--- config.mk ---
export PLATFORM = sky130hd
export DESIGN_NAME = commit_cu
export DESIGN_NICKNAME = d
export VERILOG_FILES = /design/src/rtl/csr_pkg.sv /design/src/rtl/expipe_pkg.sv /design/src/rtl/commit_cu.sv
export SDC_FILE = /design/constraint.sdc
export NUM_CORES = 1
export LEC_CHECK = 0
export ABC_AREA = 1
export BUFFER_PORTS_ARGS = -buffer_cell sky130_fd_sc_hd__buf_2
export CORE_AREA = 3 3 40 42
export DETAILED_ROUTE_END_ITERATION = 12
export DIE_AREA = 0 0 43 45
export GPL_ROUTABILITY_DRIVEN = 0
export PLACE_DENSITY = 0.73
export SETUP_SLACK_MARGIN = 0.15
export SYNTH_ARGS = -nofsm -noshare
export SYNTH_HDL_FRONTEND = slang
export SYNTH_SLANG_ARGS = --single-unit
--- constraint.sdc ---
create_clock -name clk_i -period 2.7 [get_ports clk_i]
set_input_delay 0 -clock clk_i [delete_from_list [all_inputs] [get_ports clk_i]]
set_output_delay 0 -clock clk_i [all_outputs]
set_load 0.03 [all_outputs]
--- src/rtl/csr_pkg.sv ---
// csr_pkg
// Purpose: shared CSR-operation encoding used by the commit decoder, the
//          commit control unit and the CSR unit.
// Contents: csr_op_t (CSR_OP_NONE means "no CSR access").
package csr_pkg;

  typedef enum logic [2:0] {
    CSR_OP_NONE   = 3'd0,
    CSR_OP_CSRRW  = 3'd1,
    CSR_OP_CSRRS  = 3'd2,
    CSR_OP_CSRRC  = 3'd3,
    CSR_OP_CSRRWI = 3'd4,
    CSR_OP_CSRRSI = 3'd5,
    CSR_OP_CSRRCI = 3'd6
  } csr_op_t;

endpackage : csr_pkg

--- src/rtl/expipe_pkg.sv ---
// expipe_pkg
// Purpose: execution-pipeline types shared by the commit decoder and the
//          commit control unit.
// Contents: comm_type_t  - retirement class of the ROB head instruction
//           commit_state_t - commit sequencer states
package expipe_pkg;

  typedef enum logic [3:0] {
    NONE      = 4'd0,
    INT_RF    = 4'd1,
    FP_RF     = 4'd2,
    INT_RF_FP = 4'd3,
    LOAD      = 4'd4,
    LOAD_FP   = 4'd5,
    STORE     = 4'd6,
    BRANCH    = 4'd7,
    JUMP      = 4'd8,
    CSR       = 4'd9,
    FENCE     = 4'd10,
    MRET      = 4'd11,
    WFI       = 4'd12,
    ECALL     = 4'd13,
    EBREAK    = 4'd14,
    EXCEPT    = 4'd15
  } comm_type_t;

  typedef enum logic [1:0] {
    S_IDLE  = 2'd0,
    S_FENCE = 2'd1,
    S_WFI   = 2'd2,
    S_FLUSH = 2'd3
  } commit_state_t;

endpackage : expipe_pkg

--- src/rtl/commit_cu.sv ---
// commit_cu
// Purpose: commit control unit. Sequences retirement of the ROB head based
//          on its commit class and CSR op, and raises register-file writes,
//          store commits, CSR requests, trap/mret requests, pipeline flushes
//          and the retire pulse.
// Ports:
//   clk_i, rst_i                 clock, async active-high reset
//   comm_valid_i / comm_ready_o  ROB head valid / head popped this cycle
//   comm_type_i, csr_op_i        decoder classification and CSR op of head
//   mispredict_i                 head branch/jump was mispredicted
//   int_rf_we_o, fp_rf_we_o      register-file write enables
//   csr_valid_o, csr_op_o        CSR request, csr_ready_i accepts it
//   sb_commit_o, sb_empty_i      store-buffer commit / drained indication
//   except_o, mret_o             trap and mret request pulses
//   irq_pending_i                interrupt pending (wakes WFI)
//   flush_o                      pipeline flush (held FLUSH_CYCLES cycles)
//   retire_o                     instruction retired
module commit_cu
  import expipe_pkg::*;
  import csr_pkg::*;
#(
  parameter int unsigned FLUSH_CYCLES = 1
) (
  input  logic       clk_i,
  input  logic       rst_i,
  input  logic       comm_valid_i,
  output logic       comm_ready_o,
  input  comm_type_t comm_type_i,
  input  csr_op_t    csr_op_i,
  input  logic       mispredict_i,
  output logic       int_rf_we_o,
  output logic       fp_rf_we_o,
  output logic       csr_valid_o,
  output csr_op_t    csr_op_o,
  input  logic       csr_ready_i,
  output logic       sb_commit_o,
  input  logic       sb_empty_i,
  output logic       except_o,
  output logic       mret_o,
  input  logic       irq_pending_i,
  output logic       flush_o,
  output logic       retire_o
);

  localparam int unsigned CNT_W = $clog2(FLUSH_CYCLES + 1);
  localparam logic [CNT_W-1:0] CNT_LAST = CNT_W'(FLUSH_CYCLES - 1);

  commit_state_t state_q, state_d;
  logic [CNT_W-1:0] cnt_q, cnt_d;

  // Next-state and output decode. Outputs are Mealy in S_IDLE/S_FENCE and
  // only flush_o is driven in S_FLUSH. Everything is gated by rst_i so that
  // a head presented during reset cannot leak a commit or a CSR request.
  always_comb begin
    state_d      = state_q;
    cnt_d        = cnt_q;
    comm_ready_o = 1'b0;
    int_rf_we_o  = 1'b0;
    fp_rf_we_o   = 1'b0;
    csr_valid_o  = 1'b0;
    csr_op_o     = CSR_OP_NONE;
    sb_commit_o  = 1'b0;
    except_o     = 1'b0;
    mret_o       = 1'b0;
    flush_o      = 1'b0;
    retire_o     = 1'b0;
    if (!rst_i) begin
      case (state_q)
        S_IDLE: begin
          if (comm_valid_i) begin
            case (comm_type_i)
              INT_RF, LOAD: begin
                comm_ready_o = 1'b1;
                int_rf_we_o  = 1'b1;
                retire_o     = 1'b1;
              end
              LOAD_FP: begin
                comm_ready_o = 1'b1;
                fp_rf_we_o   = 1'b1;
                retire_o     = 1'b1;
              end
              // FP ops carry an fflags update, so the head only retires
              // once the CSR unit has taken that update.
              FP_RF, INT_RF_FP: begin
                csr_valid_o = 1'b1;
                csr_op_o    = csr_op_i;
                if (csr_ready_i) begin
                  comm_ready_o = 1'b1;
                  retire_o     = 1'b1;
                  fp_rf_we_o   = (comm_type_i == FP_RF);
                  int_rf_we_o  = (comm_type_i == INT_RF_FP);
                end
              end
              STORE: begin
                comm_ready_o = 1'b1;
                sb_commit_o  = 1'b1;
                retire_o     = 1'b1;
              end
              BRANCH, JUMP: begin
                comm_ready_o = 1'b1;
                retire_o     = 1'b1;
                int_rf_we_o  = (comm_type_i == JUMP);
                if (mispredict_i) state_d = S_FLUSH;
              end
              CSR: begin
                csr_valid_o = 1'b1;
                csr_op_o    = csr_op_i;
                if (csr_ready_i) begin
                  comm_ready_o = 1'b1;
                  int_rf_we_o  = 1'b1;
                  retire_o     = 1'b1;
                  state_d      = S_FLUSH;
                end
              end
              FENCE: state_d = S_FENCE;
              MRET: begin
                mret_o       = 1'b1;
                comm_ready_o = 1'b1;
                retire_o     = 1'b1;
                state_d      = S_FLUSH;
              end
              WFI: begin
                comm_ready_o = 1'b1;
                retire_o     = 1'b1;
                state_d      = S_WFI;
              end
              // Traps pop the head without retiring it.
              ECALL, EBREAK, EXCEPT: begin
                except_o     = 1'b1;
                comm_ready_o = 1'b1;
                state_d      = S_FLUSH;
              end
              default: ;
            endcase
          end
        end
        S_FENCE: begin
          if (sb_empty_i) begin
            comm_ready_o = 1'b1;
            retire_o     = 1'b1;
            state_d      = S_FLUSH;
          end
        end
        S_WFI: begin
          if (irq_pending_i) state_d = S_FLUSH;
        end
        S_FLUSH: begin
          flush_o = 1'b1;
          if (cnt_q == CNT_LAST) begin
            cnt_d   = '0;
            state_d = S_IDLE;
          end else begin
            cnt_d = cnt_q + 1'b1;
          end
        end
        default: state_d = S_IDLE;
      endcase
    end
  end

  // State and flush counter registers.
  always_ff @(posedge clk_i or posedge rst_i) begin
    if (rst_i) begin
      state_q <= S_IDLE;
      cnt_q   <= '0;
    end else begin
      state_q <= state_d;
      cnt_q   <= cnt_d;
    end
  end

endmodule : commit_cu

======== Word-level counts from Yosys, hierarchy flattened ========
Index checks and enable logic that the tools add are counted.
word-level totals
  flip-flop bits (word level) ............. 3
  bits of input ports ..................... 14
  output and inout bits ................... 12
  word-level logic and storage cells ...... 91
operators by class
  add/sub/neg operators ................... 1
  equality and inequality tests ........... 25
  multiplexer cells ....................... 51
  bitwise gates (word level) .............. 1
  reductions and logical operators ........ 11
operators with widths
  operator                                             number
  two-way mux 1 bit                                    33
  equality test 4 bit, second input constant           8
  equality test 4 x 3 -> 1 bit, second input constant  4
  two-way mux 2 bit                                    6
  two-way mux 3 bit                                    4
  OR reduction 11 bit                                  1
  case mux 1 bit (2 select lines)                      5
  case mux 2 bit (5 select lines)                      1
  equality test 4 x 2 -> 1 bit, second input constant  2
  != test 2 bit, second input constant                 4
  case mux 2 bit (4 select lines)                      1
  AND reduction 8 bit                                  1
  OR reduction 8 bit                                   1
  != test 3 bit, second input constant                 2
  != test 6 x 2 -> 1 bit, second input constant        1
  OR reduction 2 bit                                   3
  OR reduction 3 bit                                   2
  equality test 2 bit, second input constant           2
  equality test 4 x 1 -> 1 bit, second input constant  1
  case mux 1 bit (4 select lines)                      1
  OR reduction 4 bit                                   1
  equality test 2 x 1 -> 1 bit, second input constant  1
  logical NOT 2 bit                                    1
  AND reduction 2 bit                                  1
  2 further kinds                                      2

======== Longest topological paths before layout ========
  depth in word-level cells ............... 6
  depth in mapped cells ................... 11
  mapped depth without buffers ............ 11

======== Worst setup path after synthesis ========
Ideal clock, no wire load.
  path kind ............................... reg2out
  from .................................... reg state_q[0]
  to ...................................... out except_o
  data arrival time ....................... 1.520 ns
  required time ........................... 2.700 ns
  path slack .............................. 1.180 ns
  cell stages (with the launch flop) ...... 5
  buffers on the path ..................... 0
  cells stage by stage .................... dfrtp_1 -> inv_1 -> ha_1 -> nand3_1 -> nor3_1
on the way
  longest elaborated chain between the ends .. 3
RTL lines
  what                    line              text
  start, declared         commit_cu.sv:48   commit_state_t state_q, state_d;
  start signal, assigned  commit_cu.sv:167  state_q <= state_d;
  logical NOT 2 bit       commit_cu.sv:68   case (state_q)
  two-way mux 1 bit       commit_cu.sv:68
  two-way mux 1 bit       commit_cu.sv:67   if (!rst_i) begin
  end, declared           commit_cu.sv:38   output logic except_o,
No other way between the ends.

======== Worst setup path after layout ========
  from .................................... reg state_q[0]
  to ...................................... out csr_op_o[0]
on the way
  longest elaborated chain between the ends .. 3
RTL lines
  what               line             text
  logical NOT 2 bit  commit_cu.sv:68
  two-way mux 3 bit  commit_cu.sv:68
  two-way mux 3 bit  commit_cu.sv:67
  end, declared      commit_cu.sv:34  output csr_op_t csr_op_o,
No other way between the ends.

==> out/metrics.csv <==
stage,metric,value,unit
status,status,"complete, no violations",
routing,drc,0,
worst_setup_path,reg2reg_to,state_q[0]$_DFFE_PP0P_,
sta,worst_pin_slew,0.4965,ns
sta,fin_crit,1.716,ns
worst_setup_path,r2r_slack,1.21,ns
routing,finalWirelength,1302,µm
floorplan,dieArea,1935,µm²
floorplan,fp.dieW,43,µm
placement,dpl.cell_count,133,
cts,cts.clk_slew.worst_paths,0.03,ns
floorplan,io_pins,26,
sta,finalSetupViolations,0,
global_route,grt_usage,14.13,%
worst_setup_path,rr_startpoint,state_q[0]$_DFFE_PP0P_,
global_route,grt_pass1_wl,2180,µm
placement,pre_cts_ws,1.199,ns
routing,routed.top_layer,met3,
logic_synthesis,ys_seq_elements,2,
sta,final.setup.worst_slack,0.9844,ns
worst_setup_path,path_class,register to output port,
floorplan,row_count,13,
power,cellLeakagePower,0.0004288,µW
final_layout,final_cell_mix,"buf_2, nand2_1, nor2_1, inv_1, nand3_1",
routing,via_per_inst,4.854,
global_route,antenna_found_initial,0,
worst_setup_path,cp-endpoint,csr_op_o[0],
sta,fin_setup_tns,0,ns
worst_setup_path,reg2reg_depth,6,
cts,cts_sinks,2,
logic_synthesis,ys_seq_area_share,10.34,%
routing,wl_met2,602,µm
cts,cts_made_buffers,3,
final_layout,syn_to_final_growth,36.43,%
floorplan,core,1285,µm²
sta,fmax,582.9,MHz
worst_setup_path,worstPathMaxFanout,6,
worst_hold_path,hp-class,input port to async pin,
final_layout,largest_reg_flops,2,
global_route,grt_pass1_vias,578,
cts,clock_latency,0.23,ns
placement,io_buffers,25,
sta,rsz0062_at_grt,false,
final_layout,final_cell_count_no_fill,137,
logic_synthesis,ys_warn_count,0,
worst_setup_path,end_kind,output port,
logic_synthesis,avgSynthCellArea,5.207,µm²
global_route,grt_max_degree,7,
worst_setup_path,start_kind,register,
floorplan,initial_core_util,37.68,%
final_layout,final_nets,142,
cts,cts_tree,done,
sta,final.period_utilization,63.54,%
final_layout,regMostFlops,state_q,
worst_setup_path,startpoint,state_q[0]$_DFFE_PP0P_,
cts,cts_root_buf,clkbuf_4,
logic_synthesis,syn_nets,111,
sta,relSlewSlack,66.90,%
power,max-vdd-ir-drop,0.2628,mV
final_layout,layout_commonest_cell,buf_2,
worst_setup_path,cp_cell_sequence,inv_1 > ha_1 > nand3_1 > inv_1 > nand2_1 > nor2_1 > buf_2,
placement,hpwl,1074,µm
worst_setup_path,cp.arrival,1.72,ns
power,power_density,539.0,nW/µm²
floorplan,die_h,45,µm
global_route,grt-ovfl-total,0,
worst_setup_path,cp.required,2.70,ns
routing,drt_iter0_markers,19,
final_layout,n_antenna_cell,0,
routing,post_drt_wl_per_cell,9.504,µm
job,maxCapViolCount,0,
logic_synthesis,ys_types,17,
final_layout,drive_gt1_share,31.97,%
sta,finClkSkew,0.006236,ns
cts,cts_resized,0,
logic_synthesis,synth_area,484.2,µm²
worst_setup_path,slowest_stage,dfrtp_1,
routing,met3_wirelength,144,µm
routing,firstDrtPassIters,4,
logic_synthesis,syn_inst,93,
worst_setup_path,cp_common_cell,inv_1,
routing,postRouteAntennaNets,0,
sta,hold_violations,0,
routing,vias,665,
cts,cts_buffer_depth,2,
sta,drv_slew,0,
routing,m1WireLength,555,µm
cts,cts_htree_levels,1,
worst_setup_path,slowest_delay,0.40,ns
final_layout,biggestRegsByFlops,state_q (2),
[what timing repair did]
item                      4_1_cts  5_1_grt
hold buffers                    1        0
setup buffers                   0        0
hold endpoints to repair        2        0
[area by class of cell]
type                    instances  area, µm²
inverters                      19      71.32
fillers                       132      624.3
repair buffers                 26      135.1
multi-input cells              72      362.8
flip-flops and latches          2      50.05
clock buffers                   3      22.52
well taps                      15      18.77
[through the flow]
stage	hold slack, ns	utilization (%)	area, µm²	total power (µW)
after floorplan	-0.2427	-	484.2	230.9
after global placement	-0.09941	48.88	628.1	282.8
after detailed placement	-0.09800	48.88	628.1	286.8
after CTS	0.1933	51.41	660.6	361.9
after global routing	0.2100	51.41	660.6	400.8
final	0.1996	51.41	660.6	356.1
[cells in the mapped netlist]
library cell / number / share of area [%]
nand2_1: 24 / 19
nand3_1: 7 / 7.2
nand2_2: 5 / 6.5
nor2_2: 2 / 2.6
o21ai_1: 1 / 1.0
inv_2: 4 / 3.1
o21ai_0: 3 / 3.1
inv_1: 15 / 12
nand4_1: 2 / 2.6
nand3b_1: 1 / 1.6
a21oi_1: 2 / 2.1
nor3_1: 4 / 4.1
nor2_1: 15 / 12
ha_1: 4 / 10
dfrtp_1: 2 / 10
a41oi_1: 1 / 1.8
a221oi_1: 1 / 1.8
[worst min-delay path by stage]
stage	endpoint	slack, ns
2_1_floorplan	state_q[0]$_DFFE_PP0P_	-0.24
3_3_place_gp	state_q[0]$_DFFE_PP0P_	-0.1
3_5_place_dp	state_q[1]$_DFFE_PP0P_	-0.1
4_1_cts	state_q[1]$_DFFE_PP0P_	0.19
5_1_grt	state_q[1]$_DFFE_PP0P_	0.21
6_report	state_q[1]$_DFFE_PP0P_	0.20
[critical path, delay by kind of cell, from the launching register on]
kind	cells	cell delay, ns
buffers and inverters	3	0.44
AND/OR/NAND/NOR	3	0.43
flip-flops	1	0.40
adder cells (fa/ha/maj)	1	0.22
[power by group]
part           leakage, µW  internal, µW  switching (µW)
Combinational     0.000391          81.8             144
Clock            0.0000138          49.3            19.6
Sequential       0.0000244          46.0            15.2
Total             0.000429           177             179
[cell families after synthesis]
kind of cell,after synthesis,share of synthesized area (%)
buffers and inverters,19,14.73
AO/OA/AOI/OAI,8,9.818
flip-flops,2,10.34
AND/OR/NAND/NOR,60,54.78
adder cells (fa/ha/maj),4,10.34
[per-layer routing]
| layer | global-route usage (%) | up-vias |
|---|---|---|
| li1 | - | 350 |
| met3 | 4.382 | 0 |
| met5 | 0 | - |
| met4 | 1.807 | 0 |
| met1 | 17.75 | 282 |
| met2 | 24.55 | 33 |
No activity file was read; power rests on OpenSTA's default activity.
